==> src/rtl/csel_sub_seq.sv <==
// -----------------------------------------------------------------------------
// csel_sub_seq
//
// Nibble-serial carry-select subtractor. It computes diff = a - b (mod 2^WIDTH)
// one 4-bit nibble per clock, least significant nibble first. Each cycle forms
// both carry-in candidates of a_nib + ~b_nib + cin. The carry registered from
// the previous nibble picks one of them. The initial carry of 1 provides the
// +1 of the two's complement.
//
// Optional feature macro: CSEL_SUB_OVF_EN
//   defined   -> ovf port and its register exist (signed overflow flag)
//   undefined -> ovf port, register and logic are absent
//
// Parameters
//   WIDTH      operand/result width, a multiple of 4 and >= 4
//
// Ports
//   clk        rising-edge clock
//   rst_n      asynchronous active-low reset
//   in_valid   operand pair valid
//   in_ready   block can accept operands (high only in IDLE)
//   a, b       minuend / subtrahend (sampled only on the accept edge)
//   out_valid  result valid (high only in DONE)
//   out_ready  consumer accepts result
//   diff       a - b modulo 2^WIDTH
//   borrow     1 when a < b (unsigned)
//   zero       1 when diff == 0
//   ovf        signed overflow of a - b (CSEL_SUB_OVF_EN only)
// -----------------------------------------------------------------------------
module csel_sub_seq #(
  parameter int WIDTH = 8
) (
  input  logic             clk,
  input  logic             rst_n,
  input  logic             in_valid,
  output logic             in_ready,
  input  logic [WIDTH-1:0] a,
  input  logic [WIDTH-1:0] b,
  output logic             out_valid,
  input  logic             out_ready,
  output logic [WIDTH-1:0] diff,
  output logic             borrow,
`ifdef CSEL_SUB_OVF_EN
  output logic             ovf,
`endif
  output logic             zero
);

  localparam int NIB_CNT = WIDTH / 4;
  localparam int IDX_W   = (NIB_CNT > 1) ? $clog2(NIB_CNT) : 1;

  typedef enum logic [1:0] {
    ST_IDLE = 2'd0,
    ST_RUN  = 2'd1,
    ST_DONE = 2'd2
  } state_t;

  // One nibble candidate: x + ~y + cin, kept 5 bits wide so bit 4 is carry-out.
  function automatic logic [4:0] nib_sum(input logic [3:0] x,
                                         input logic [3:0] y,
                                         input logic       cin);
    nib_sum = {1'b0, x} + {1'b0, ~y} + {4'b0000, cin};
  endfunction

  state_t             state_r;
  state_t             state_nxt_s;
  logic               in_ready_r;
  logic               out_valid_r;
  logic               in_ready_nxt_s;
  logic               out_valid_nxt_s;

  logic [WIDTH-1:0]   a_r;
  logic [WIDTH-1:0]   b_r;
  logic               carry_r;
  logic [IDX_W-1:0]   idx_r;
  logic [WIDTH-1:0]   diff_r;
  logic               borrow_r;
  logic               zero_r;
`ifdef CSEL_SUB_OVF_EN
  logic               ovf_r;
`endif

  logic               accept_s;
  logic               last_s;
  logic [3:0]         a_nib_s;
  logic [3:0]         b_nib_s;
  logic [4:0]         s0_s;
  logic [4:0]         s1_s;
  logic [4:0]         sel_s;
  logic [WIDTH-1:0]   diff_nxt_s;

  assign accept_s = in_valid && (state_r == ST_IDLE);
  assign last_s   = (idx_r == IDX_W'(NIB_CNT - 1));

  // ---------------------------------------------------------------------------
  // Control FSM
  // ---------------------------------------------------------------------------

  // State register.
  always_ff @(posedge clk or negedge rst_n) begin
    if (!rst_n) begin
      state_r <= ST_IDLE;
    end else begin
      state_r <= state_nxt_s;
    end
  end

  // Next-state decode.
  always_comb begin
    state_nxt_s = state_r;
    case (state_r)
      ST_IDLE: begin
        if (in_valid) begin
          state_nxt_s = ST_RUN;
        end else begin
          state_nxt_s = ST_IDLE;
        end
      end
      ST_RUN: begin
        if (last_s) begin
          state_nxt_s = ST_DONE;
        end else begin
          state_nxt_s = ST_RUN;
        end
      end
      ST_DONE: begin
        // Handshake returns to IDLE only; no accept in this same cycle.
        if (out_ready) begin
          state_nxt_s = ST_IDLE;
        end else begin
          state_nxt_s = ST_DONE;
        end
      end
      default: begin
        state_nxt_s = ST_IDLE;
      end
    endcase
  end

  // Output decode from the next state, so the flags can be registered.
  always_comb begin
    in_ready_nxt_s  = 1'b0;
    out_valid_nxt_s = 1'b0;
    case (state_nxt_s)
      ST_IDLE: begin
        in_ready_nxt_s  = 1'b1;
        out_valid_nxt_s = 1'b0;
      end
      ST_RUN: begin
        in_ready_nxt_s  = 1'b0;
        out_valid_nxt_s = 1'b0;
      end
      ST_DONE: begin
        in_ready_nxt_s  = 1'b0;
        out_valid_nxt_s = 1'b1;
      end
      default: begin
        in_ready_nxt_s  = 1'b0;
        out_valid_nxt_s = 1'b0;
      end
    endcase
  end

  // Registered handshake flags. They always equal the decode of state_r.
  always_ff @(posedge clk or negedge rst_n) begin
    if (!rst_n) begin
      in_ready_r  <= 1'b1;
      out_valid_r <= 1'b0;
    end else begin
      in_ready_r  <= in_ready_nxt_s;
      out_valid_r <= out_valid_nxt_s;
    end
  end

  // ---------------------------------------------------------------------------
  // Nibble datapath
  // ---------------------------------------------------------------------------

  // Select the current nibble pair and merge the chosen sum into the result.
  // Constant-index slices keep every select at its natural width.
  always_comb begin
    a_nib_s    = 4'h0;
    b_nib_s    = 4'h0;
    diff_nxt_s = diff_r;
    for (int n = 0; n < NIB_CNT; n++) begin
      a_nib_s = a_nib_s | ((idx_r == IDX_W'(n)) ? a_r[4*n +: 4] : 4'h0);
      b_nib_s = b_nib_s | ((idx_r == IDX_W'(n)) ? b_r[4*n +: 4] : 4'h0);
    end
    s0_s  = nib_sum(a_nib_s, b_nib_s, 1'b0);
    s1_s  = nib_sum(a_nib_s, b_nib_s, 1'b1);
    sel_s = carry_r ? s1_s : s0_s;
    for (int n = 0; n < NIB_CNT; n++) begin
      diff_nxt_s[4*n +: 4] = (idx_r == IDX_W'(n)) ? sel_s[3:0] : diff_r[4*n +: 4];
    end
  end

  // Operand capture, per-nibble progress and the final result flags.
  always_ff @(posedge clk or negedge rst_n) begin
    if (!rst_n) begin
      a_r      <= {WIDTH{1'b0}};
      b_r      <= {WIDTH{1'b0}};
      carry_r  <= 1'b0;
      idx_r    <= {IDX_W{1'b0}};
      diff_r   <= {WIDTH{1'b0}};
      borrow_r <= 1'b0;
      zero_r   <= 1'b0;
`ifdef CSEL_SUB_OVF_EN
      ovf_r    <= 1'b0;
`endif
    end else if (accept_s) begin
      a_r     <= a;
      b_r     <= b;
      carry_r <= 1'b1;
      idx_r   <= {IDX_W{1'b0}};
      diff_r  <= {WIDTH{1'b0}};
    end else if (state_r == ST_RUN) begin
      diff_r  <= diff_nxt_s;
      carry_r <= sel_s[4];
      idx_r   <= idx_r + IDX_W'(1);
      if (last_s) begin
        // No carry out of the top nibble means a borrow was taken.
        borrow_r <= ~sel_s[4];
        zero_r   <= (diff_nxt_s == {WIDTH{1'b0}});
`ifdef CSEL_SUB_OVF_EN
        ovf_r    <= (a_r[WIDTH-1] != b_r[WIDTH-1]) &&
                    (diff_nxt_s[WIDTH-1] != a_r[WIDTH-1]);
`endif
      end else begin
        borrow_r <= borrow_r;
        zero_r   <= zero_r;
      end
    end else begin
      // IDLE without accept, or DONE: hold everything for the consumer.
      carry_r <= carry_r;
    end
  end

  assign in_ready  = in_ready_r;
  assign out_valid = out_valid_r;
  assign diff      = diff_r;
  assign borrow    = borrow_r;
  assign zero      = zero_r;
`ifdef CSEL_SUB_OVF_EN
  assign ovf       = ovf_r;
`endif

endmodule

==> config.mk <==
export PLATFORM = sky130hd
export DESIGN_NAME = csel_sub_seq
export DESIGN_NICKNAME = d
export VERILOG_FILES = /design/src/rtl/csel_sub_seq.sv
export SDC_FILE = /design/constraint.sdc
export NUM_CORES = 1
export LEC_CHECK = 0
export BUFFER_PORTS_ARGS = -buffer_cell sky130_fd_sc_hd__buf_4
export CORE_ASPECT_RATIO = 2
export CORE_MARGIN = 3
export CORE_UTILIZATION = 35
export CTS_BUF_LIST = sky130_fd_sc_hd__clkbuf_8
export CTS_CLUSTER_DIAMETER = 120
export DETAILED_ROUTE_END_ITERATION = 16
export MAX_ROUTING_LAYER = met4
export SYNTH_ARGS = -nofsm -noshare
export SYNTH_HDL_FRONTEND = slang
export SYNTH_SLANG_ARGS = --single-unit
==> constraint.sdc <==
create_clock -name clk -period 3.2 [get_ports clk]
set_clock_uncertainty 0.1 [all_clocks]
set_input_delay 0 -clock clk [delete_from_list [all_inputs] [get_ports clk]]
set_output_delay 0 -clock clk [all_outputs]
set_load 0.005 [all_outputs]
* Yosys cells after proc, flatten, opt, wreduce, memory -nomap -nowiden
Index checks and enable logic that the tools add are counted.
** Word-level totals
- Bits of input ports :: 20
- Output and inout bits :: 12
- Word-level logic and storage cells :: 46
- Register bits after elaboration :: 32
** Operators by class
- Reductions and logical operators :: 6
- Mux-type cells :: 19
- Add/sub/neg operators :: 3
- Bitwise operators :: 5
- Equality and inequality tests :: 3
** Operator list (count)
- $mux W4 :: 6
- $mux W8 :: 2
- $logic_not A8 Y1 :: 1
- $or A4 B4 Y4 :: 2
- $mux W1 :: 7
- $pmux W2 S3 :: 1
- $add A4 B4 Y5 :: 1
- $add A5 B1 Y5 const B :: 1
- $mux W5 :: 1
- $eq A2 B2 Y1 const B :: 2
- $logic_not A2 Y1 :: 2
- $mux W2 :: 2
- $not A4 Y4 :: 1
- $reduce_and A3 Y1 :: 1
- $eq A2 B1 Y1 const B :: 1
- $not A1 Y1 :: 2
- $reduce_bool A2 Y1 :: 1
- $add A1 B1 Y1 const B :: 1
- $logic_and A1 B1 Y1 :: 1

* Logic depth before layout (Yosys ltp)
Gate-level depths: netlist of the first run.
- Depth in word-level cells :: 9
- Depth in mapped cells :: 12
- Mapped depth without buffers :: 10

* Least setup slack after synthesis of the first run
OpenSTA, ideal clock, no wires.
- Path type :: register to register
- Start point :: register idx_r
- End point :: register diff_r[5], in the netlist diff[5]
- Period minus slack after synthesis :: 2.915 ns
- Cell stages (with the launch flop) :: 13
- Path buffers :: 2
- Setup time :: 0.121 ns
- Data required time :: 2.979 ns
- Arrival :: 2.694 ns
- Slack :: 0.285 ns
- Cell sequence :: dfrtp_1 > buf_2 > buf_2 > mux2i_1 > ha_1 > inv_1 > fa_1 > inv_1 > ha_1 > a21oi_1 > nor2_1 > mux2_2 > a22o_1
** Between the ends
- Longest elaborated chain between the ends :: 9
- Elaborated cells between the ends (all ways) :: 13
- Those cells by class :: add/sub (2); mux (8); bitwise (3)
** Ends and longest elaborated chain
- start: declaration :: RTL line 75 : logic [IDX_W-1:0] idx_r;
- start signal: assignment :: RTL line 203 : idx_r <= {IDX_W{1'b0}};
- start signal: assignment :: RTL line 214 : idx_r <= {IDX_W{1'b0}};
- start signal: assignment :: RTL line 219 : idx_r <= idx_r + IDX_W'(1);
- $mux W4 :: RTL line 187 : b_nib_s = b_nib_s | ((idx_r == IDX_W'(n)) ? b_r[4*n +: 4] : 4'h0);
- $or A4 B4 Y4 :: RTL line 187
- $not A4 Y4 :: RTL line 62 : nib_sum = {1'b0, x} + {1'b0, ~y} + {4'b0000, cin};
- $add A4 B4 Y5 :: RTL line 62
- $add A5 B1 Y5 :: RTL line 62
- $mux W5 :: RTL line 191 : sel_s = carry_r ? s1_s : s0_s;
- $mux W4 * :: RTL line 193 : diff_nxt_s[4*n +: 4] = (idx_r == IDX_W'(n)) ? sel_s[3:0] : diff_r[4*n +: 4];
- $mux W8 * :: RTL line 216 : end else if (state_r == ST_RUN) begin
- $mux W8 * :: RTL line 210 : end else if (accept_s) begin
- end signal: assignment :: RTL line 204 : diff_r <= {WIDTH{1'b0}};
- end signal: assignment :: RTL line 215 : diff_r <= {WIDTH{1'b0}};
- end signal: assignment :: RTL line 217 : diff_r <= diff_nxt_s;
- end: declaration :: RTL line 76 : logic [WIDTH-1:0] diff_r;
Mark *: on every way between the ends. The rest lies on a longest branch, timed or not. The select of a mux whose other input is x is not followed.
A chain may end at the register's enable or synchronous reset.

* Final worst setup path of the first run
Same ends and word-level chain as after synthesis.

==> impl_metrics.csv, run 1 <==
group,metric,value,unit
clocking,clockRootBuffer,"clkbuf_8",
grt,grt_pass1_wl,5.89,mm
setup_path,required,3.27,ns
routing,detail_route.wl_per_cell,14.0,um
sta,max_slew.worst_pin.slew,0.792,ns
clocking,cts_max_level,2,
setup_path,criticalPathCategory,"flip-flop to flip-flop",
final_layout,design_area,2170,sq um
routing,ant_nets,0,
routing,drtPass1Iterations,4,
placement,placed_cell_area,1900,sq um
yosys,yosys-top-cells-area,"dfrtp_1, mux2_2, ha_1",
clocking,ctsResizeCount,0,
clocking,cts_buffers,5,
sta,final.period_utilization,89.2,%
final_layout,final_util,49.2,%
placement,portBuffers,31,
yosys,ys.flop_type,"dfrtp_1",
grt,grt_start_max_net_pins,33,
sta,relSlewSlack,47.1,%
pwr,powerDensity,1230,nW/um^2
routing,avgViaCountPerCell,5.02,
routing,vias,1220,
clocking,cts_sinks,32,
yosys,yosysTopAreaCellShare,47.7,%
final_layout,layout_commonest_cell,"buf_4",
pwr,p_leak,1.01,nW
sta,finalHoldViolations,0,
final_layout,fin_nets,215,
final_layout,diodes,0,
yosys,synth_edf_count,0,
final_layout,final_cell_mix,"buf_4, dfrtp_1, mux2_2",
clocking,clock_latency,0.28,ns
routing,drt-total-wl,3.40,mm
sta,fin_tns_setup,0,ns
yosys,synthArstFlopShare,100,%
worst_hold_path,hold_path.class,"primary input to asynchronous set/reset pin",
pwr,ir_drop,0.606,mV
final_layout,area_growth_syn_to_layout,33.8,%
grt,antenna_found_initial,0,
sta,setup_slack,0.344,ns
job,drv_cap,0,
yosys,postSynthAreaPerCell,11.7,sq um
sta,drv_slew,0,
setup_path,rrSetupSlack,0.34,ns
sta,setup_viol,0,
yosys,synth_cell_types,36,
die,pin_count,32,
die,start_util,36.7,%
sta,whs,0.0821,ns
final_layout,drive_above_1_share,34.9,%
setup_path,arrival,2.93,ns
die,placeableCoreArea,4420,sq um
placement,dp_slack,0.332,ns
setup_path,worst_setup_path_end_kind,"flip-flop",
clocking,clockBufferDepth,2,
outcome,status,"completed",
clocking,clkSlewWorstSetupHoldPaths,0.06,ns
grt,grt_pass1_vias,1319,
sta,rsz0062_at_grt,"false",
grt,grt_usage,15.2,%
clocking,cts_tree,"built",
die,dieWidth,54.2,um
placement,dp_hpwl,2.58,mm
sta,fmax,350,MHz
yosys,ys_seq_area_share,49.3,%
die,num_rows,34,
grt,overflow,0,
yosys,synth_seq_cells,32,
routing,drt_iter0_drc,20,
yosys,yosys_warnings,0,
yosys,syn-instance-count,139,
yosys,netlist_area,1630,sq um
yosys,synth_nets,165,
die,die_h,102,um
die,floorplan.die_area,5550,sq um
routing,drcViolationCount,0,
setup_path,cp-start-kind,"flip-flop",
sta,fin_crit,2.86,ns
yosys,synth_top_area_cell,"dfrtp_1",
placement,routabilityCongestion,0.908,
setup_path,path_max_fanout,20,
[Yosys cell counts (3+ instances only)]
cell type / count
nand2_1: 10
inv_1: 6
ha_1: 5
nor2_1: 8
dfrtp_1: 31
o21ai_0: 8
mux2i_1: 5
a22o_1: 5
mux2_2: 21
xnor2_1: 3
nand2b_1: 3
a21oi_1: 3
buf_2: 4
[final timing paths]
check / startpoint / to / cells past startpoint
setup / recovery: idx_r$_DFFE_PN0P_ / diff[5]$_DFFE_PN0P_ / 10
hold / removal: rst_n / diff[5]$_DFFE_PN0P_ / 2
setup reg to reg: idx_r$_DFFE_PN0P_ / diff[5]$_DFFE_PN0P_ / 10
hold reg to reg: borrow$_DFFE_PN0P_ / borrow$_DFFE_PN0P_ / 2
max in group asynchronous: rst_n / in_ready$_DFF_PN1_ / 2
min in group clk: in_valid / state_r[0]$_DFF_PN0_ / 3
[flip-flops by register name, indices dropped and copies added, names as in the netlist]
| register | flops |
|---|---|
| a_r | 8 |
| b_r | 8 |
| borrow | 1 |
| carry_r | 1 |
| diff | 8 |
| idx_r | 1 |
| in_ready | 1 |
| out_valid | 1 |
| state_r | 2 |
| zero | 1 |
[worst max-delay path, cell delays in order (launching register included)]
cell and delay, ns:
dfrtp_1 0.38, buf_4 0.27, mux2i_1 0.27, inv_1 0.10
fa_1 0.57, inv_1 0.06, ha_1 0.31, a21oi_1 0.18
nor2_1 0.06, mux2_2 0.27, a22o_1 0.17
[cell families (layout without fill, tap and decap cells)]
| logic type | Yosys count | in the layout | synth area share (%) |
|---|---|---|---|
| AND/OR/NAND/NOR | 32 | 32 | 11.1 |
| flip-flops | 32 | 32 | 49.3 |
| AO/OA/AOI/OAI | 25 | 25 | 10.6 |
| XOR/XNOR | 5 | 5 | 2.69 |
| adder cells (fa/ha/maj) | 6 | 6 | 5.08 |
| buffers and inverters | 13 | 63 | 3.54 |
| multiplexers | 26 | 26 | 17.6 |
[through the flow]
step,std cells,power [mW]
after floorplan,139,1.95
after global placement,218,2.27
after detailed placement,218,2.35
after CTS,243,2.71
after global routing,243,2.95
final,243,2.67
[report_power, final]
group          switching, mW  internal [mW]  leakage, nW
combinational          0.806          0.777        0.567
sequential             0.152          0.602        0.390
clock                  0.139          0.191       0.0503
total                   1.10           1.57         1.01
[area by class of cell]
type                            count  area (sq um)
Clock buffer                        7          96.3
Sequential cell                    32           802
Fill cell                         415          2250
Inverter                            6          22.5
Timing Repair Buffer               50           420
Multi-Input combinational cell     94           766
Tap cell                           54          67.6
[layer usage]
layer / GRT usage (%) / wire, um
met5: - / 0
met4: 9.60 / 112
met3: 3.50 / 159
met2: 26.0 / 1920
met1: 14.6 / 1210
[what timing repair did]
item / CTS / global route
hold buffers: 18 / 0
endpoints found under the hold margin: 51 / 0
buffers inserted: 0 / 0
No activity file was read; power rests on OpenSTA's default activity.
==> run 2, diff against run 1 <==
- PLACE_DENSITY: unset -> 0.59
==> run 2 against run 1 <==
Effect of this change:
- critical endpoint unchanged
- first-iteration DRC count unchanged
- sequential share of layout area rose by 0.13 points
- combinational power barely moved
- non-clock buffer count up 1
- worst hold slack improved by 0.0065 ns
- total power is 1.7% lower
==> impl_metrics.csv, run 2 (synthesis gave the netlist of run 1 again) <==
group,metric,value,unit
clocking,cts_max_level,2,
sta,rsz0062_at_grt,"false",
clocking,cts_buffers,5,
worst_hold_path,hold_path.class,"primary input to asynchronous set/reset pin",
sta,drv_slew,0,
pwr,powerDensity,1210,nW/um^2
setup_path,worst_setup_path_end_kind,"flip-flop",
routing,drtPass1Iterations,4,
pwr,combPwrFrac,60.1,%
outcome,status,"completed",
grt,grt_pass1_wl,5.72,mm
die,floorplan.die_area,5550,sq um
final_layout,regArea,802,sq um
die,placeableCoreArea,4420,sq um
setup_path,cp-start-kind,"flip-flop",
sta,whs,0.0885,ns
clocking,clkSlewWorstSetupHoldPaths,0.06,ns
pwr,swShare,41.6,%
setup_path,required,3.27,ns
die,dieWidth,54.2,um
final_layout,design_area,2170,sq um
die,pin_count,32,
grt,overflow,0,
final_layout,area_growth_syn_to_layout,33.3,%
final_layout,fillerInstances,431,
routing,drt-total-wl,3.41,mm
grt,antenna_found_initial,0,
pwr,p_int,1.53,mW
final_layout,final_cell_mix,"buf_4, dfrtp_1, mux2_2",
final_layout,layout_commonest_cell,"buf_4",
routing,ant_nets,0,
clocking,cts_sinks,32,
pwr,p_leak,1.01,nW
placement,portBuffers,31,
placement,dp_hpwl,2.63,mm
final_layout,multiInputGateArea,766,sq um
grt,grt_pass1_vias,1317,
routing,drcViolationCount,0,
pwr,p_switching,1.09,mW
setup_path,path_max_fanout,7,
placement,routabilityCongestion,0.830,
sta,relSlewSlack,45.9,%
sta,fin_tns_setup,0,ns
final_layout,drive_above_1_share,34.6,%
placement,placed_cells,219,
routing,detail_route.wl_per_cell,13.9,um
final_layout,fin_nets,216,
final_layout,diodes,0,
routing,avgViaCountPerCell,5.00,
clocking,clock_latency,0.28,ns
sta,fmax,350,MHz
routing,drt_iter0_drc,20,
clocking,cts_tree,"built",
routing,vias,1224,
placement,placed_cell_area,1910,sq um
die,num_rows,34,
sta,max_slew.worst_pin.slew,0.810,ns
sta,fin_crit,2.85,ns
final_layout,layout.cells.non_filler,245,
grt,grt_usage,14.7,%
die,die_h,102,um
sta,final.period_utilization,89.2,%
sta,finalHoldViolations,0,
job,drv_cap,0,
grt,grt_start_max_net_pins,33,
pwr,ir_drop,0.667,mV
pwr,pwr-share-clk,10.7,%
clocking,clockBufferDepth,2,
clocking,ctsResizeCount,0,
setup_path,arrival,2.92,ns
pwr,seqPwrFrac,29.2,%
sta,setup_viol,0,
die,start_util,36.7,%
setup_path,criticalPathCategory,"flip-flop to flip-flop",
clocking,clockRootBuffer,"clkbuf_8",
## run 2: cell types whose count changed in the layout (fill, tap and decap cells not counted), sizes merged
cell | before | now
clkinv | 0 | 1
buf | 32 | 33
inv | 6 | 8
clkbuf | 7 | 5
## run 2: final cells by class
cell class	instances	share of cell area, %
multi-input cells	94	35.3
well taps	54	3.12
inverters	6	1.04
clock inverters	3	0.577
clock buffers	5	3.18
repair buffers	51	19.7
flip-flops and latches	32	37.0
## run 2: power by group through the flow
stage	Sequential [mW]	Combinational (mW)	Clock, mW
after detailed placement	0.778	1.56	0
after floorplan	0.692	1.26	0
after CTS	0.769	1.59	0.291
after global routing	0.789	1.78	0.314
after global placement	0.772	1.51	0
final	0.765	1.58	0.281
## run 2: what timing repair did
item / in CTS / in global routing
setup buffers: 0 / 0
endpoints found under the hold margin: 51 / 0
hold buffers: 18 / 0
## run 2: path summary, 6_finish.rpt
path / start / end / slack, ns / depth (start not counted)
worst min register to register: a_r[6]$_DFFE_PN0P_ / a_r[6]$_DFFE_PN0P_ / 0.40 / 1
min in group clk: in_valid / state_r[0]$_DFF_PN0_ / 0.21 / 3
worst min-delay path: rst_n / diff[4]$_DFFE_PN0P_ / 0.09 / 2
max in group asynchronous: rst_n / in_ready$_DFF_PN1_ / 2.58 / 2
worst max-delay path: idx_r$_DFFE_PN0P_ / diff[5]$_DFFE_PN0P_ / 0.35 / 10
worst max register to register: idx_r$_DFFE_PN0P_ / diff[5]$_DFFE_PN0P_ / 0.35 / 10
## run 2: through the flow
| stage | worst slack (ns) | power (mW) | util, % |
|---|---|---|---|
| 2_1_floorplan | 0.285 | 1.95 | - |
| 3_3_place_gp | 0.458 | 2.28 | 43.1 |
| 3_5_place_dp | 0.352 | 2.34 | 43.1 |
| 4_1_cts | 0.338 | 2.65 | 49.0 |
| 5_1_grt | 0.186 | 2.89 | 49.0 |
| 6_report | 0.346 | 2.62 | 49.0 |
## run 2: critical path, stage by stage (launching register included)
cell     delay, ns
dfrtp_1       0.50
mux2_2        0.38
ha_1          0.22
inv_1         0.07
fa_1          0.46
inv_1         0.08
ha_1          0.24
a21oi_1       0.18
nor2_1        0.05
mux2_2        0.27
a22o_1        0.18
## run 2: per-layer routing
| layer | vias up | part of all wire, % | track usage [%] |
|---|---|---|---|
| li1 | 587 | - | - |
| met1 | 598 | 34 | 13.2 |
| met2 | 32 | 59 | 27.0 |
| met3 | 7 | 4.6 | 3.07 |
| met4 | 0 | 2.2 | 7.49 |
| met5 | - | 0 | - |
==> run 3, diff against run 2 <==
- CORE_ASPECT_RATIO: 2 -> 1.5
==> run 3 against run 2 <==
Effect of this change:
- sequential power shrank 2%
- design area up 1.6%
- global-route usage decreased by 1.2 points
- via count down 1.5%
- critical path depth unchanged
==> impl_metrics.csv, run 3 (synthesis gave the netlist of run 1 again) <==
group,metric,value,unit
setup_path,criticalPathCategory,"flip-flop to flip-flop",
setup_path,crit_path_frequent_cell,"inv_1",
setup_path,rr_worst_depth,10,
setup_path,cp-start-kind,"flip-flop",
clocking,clkSlewWorstSetupHoldPaths,0.07,ns
routing,detail_route.wl_per_cell,12.9,um
worst_hold_path,hold_path.class,"primary input to asynchronous set/reset pin",
sta,max_slew.worst_pin.slew,0.820,ns
grt,overflow,0,
die,num_rows,29,
pwr,ir_drop,0.503,mV
routing,drt_iter0_drc,24,
final_layout,drive_above_1_share,35.6,%
pwr,p_int,1.66,mW
pwr,powerDensity,1240,nW/um^2
pwr,seqPwrFrac,27.5,%
routing,ant_nets,0,
pwr,swShare,39.1,%
clocking,cts_buffers,5,
final_layout,area_growth_syn_to_layout,35.5,%
pwr,pwr-share-clk,15.4,%
setup_path,r2r_start,"idx_r$_DFFE_PN0P_",
setup_path,required,3.27,ns
clocking,cts_max_level,2,
pwr,p_leak,1.03,nW
die,placeableCoreArea,4350,sq um
placement,routabilityCongestion,0.749,
setup_path,rrSetupSlack,0.46,ns
sta,fmax,364,MHz
setup_path,cp_slowest_cell,"fa_1",
setup_path,cp_slowest_stage_delay,0.57,ns
die,die_h,89.5,um
grt,grt_pass1_vias,1281,
routing,vias,1206,
final_layout,layout_commonest_cell,"buf_4",
sta,drv_slew,0,
setup_path,arrival,2.82,ns
final_layout,layout.cells.non_filler,237,
setup_path,critical_path_buf_inv_count,3,
grt,grt_start_max_net_pins,33,
sta,setup_viol,0,
die,dieWidth,61.6,um
setup_path,critPathTopFamily,"adder cells",
clocking,clockBufferDepth,2,
grt,grt_usage,13.5,%
outcome,status,"completed",
routing,drtPass1Iterations,4,
grt,antenna_found_initial,0,
final_layout,diodes,0,
routing,drcViolationCount,0,
sta,finalHoldViolations,0,
sta,fin_crit,2.74,ns
clocking,cts_tree,"built",
placement,portBuffers,31,
clocking,clockRootBuffer,"clkbuf_8",
placement,placed_cells,211,
setup_path,worst_setup_path_end_kind,"flip-flop",
sta,fin_tns_setup,0,ns
sta,relSlewSlack,45.2,%
sta,final.period_utilization,85.8,%
die,start_util,37.3,%
pwr,combPwrFrac,57.1,%
job,drv_cap,0,
placement,dp_hpwl,2.34,mm
clocking,ctsResizeCount,0,
sta,rsz0062_at_grt,"false",
setup_path,reg2reg_to,"diff[5]$_DFFE_PN0P_",
die,floorplan.die_area,5510,sq um
setup_path,path_max_fanout,6,
grt,grt_pass1_wl,5.48,mm
final_layout,fin_nets,216,
pwr,p_switching,1.06,mW
routing,drt-total-wl,3.06,mm
clocking,clock_latency,0.28,ns
setup_path,crit_chain,"buf_4 -> mux2i_1 -> inv_1 -> fa_1 -> inv_1 -> ha_1 -> a21oi_1 -> nor2_1 -> mux2_2 -> a22o_1",
final_layout,final_cell_mix,"buf_4, dfrtp_1, mux2_2",
die,pin_count,32,
routing,avgViaCountPerCell,5.09,
clocking,cts_sinks,32,
==> run 3: cell types whose count changed in the layout (fill, tap and decap cells not counted), sizes merged <==
| cell | change |
|---|---|
| clkbuf | +2 |
| inv | -2 |
| bufinv | +1 |
| clkinv | -1 |
==> run 3: repair_timing <==
action | CTS | global route
endpoints found under the hold margin | 51 | 0
buffers inserted | 0 | 0
hold buffers | 18 | 0
==> run 3: how the worst max path moves through the flow <==
stage,from,endpoint,slack (ns),depth (start not counted)
floorplan,idx_r$_DFFE_PN0P_,diff[5]$_DFFE_PN0P_,0.29,12
global placement,idx_r$_DFFE_PN0P_,diff[5]$_DFFE_PN0P_,0.53,10
detailed placement,idx_r$_DFFE_PN0P_,diff[5]$_DFFE_PN0P_,0.45,10
CTS,idx_r$_DFFE_PN0P_,diff[5]$_DFFE_PN0P_,0.44,10
global route,idx_r$_DFFE_PN0P_,diff[5]$_DFFE_PN0P_,0.27,10
finish,idx_r$_DFFE_PN0P_,diff[5]$_DFFE_PN0P_,0.46,10
==> run 3: final cells by class <==
type,instances,area [sq um]
timing repair buffer,51,428
inverter,6,22.5
clock inverter,1,30.0
sequential,32,802
fill,396,2150
tap,46,57.6
clock buffer,7,96.3
multi-input combinational,94,766
==> run 3: layer usage <==
layer | vias up | GRT usage, % | wire (um)
met5 | - | - | 0
met4 | 0 | 4.63 | 56
met3 | 6 | 3.47 | 131
met2 | 29 | 23.2 | 1660
met1 | 587 | 14.8 | 1220
li1 | 584 | - | -
==> run 3: through the flow <==
step	area, sq um	util [%]	worst slack (ns)	power (mW)	hold WS, ns
finish	2200	50.6	0.456	2.72	0.0987
global route	2200	50.6	0.267	3.02	0.145
CTS	2200	50.6	0.441	2.77	0.100
detailed placement	1900	43.5	0.450	2.33	-0.138
global placement	1900	43.5	0.530	2.26	-0.147
floorplan	1630	-	0.285	1.95	-0.396
==> run 3: power groups by stage <==
stage | logic, mW | registers (mW) | clock network [mW]
global route | 1.79 | 0.778 | 0.450
detailed placement | 1.56 | 0.764 | 0
finish | 1.56 | 0.748 | 0.420
floorplan | 1.26 | 0.692 | 0
global placement | 1.51 | 0.753 | 0
CTS | 1.59 | 0.756 | 0.429
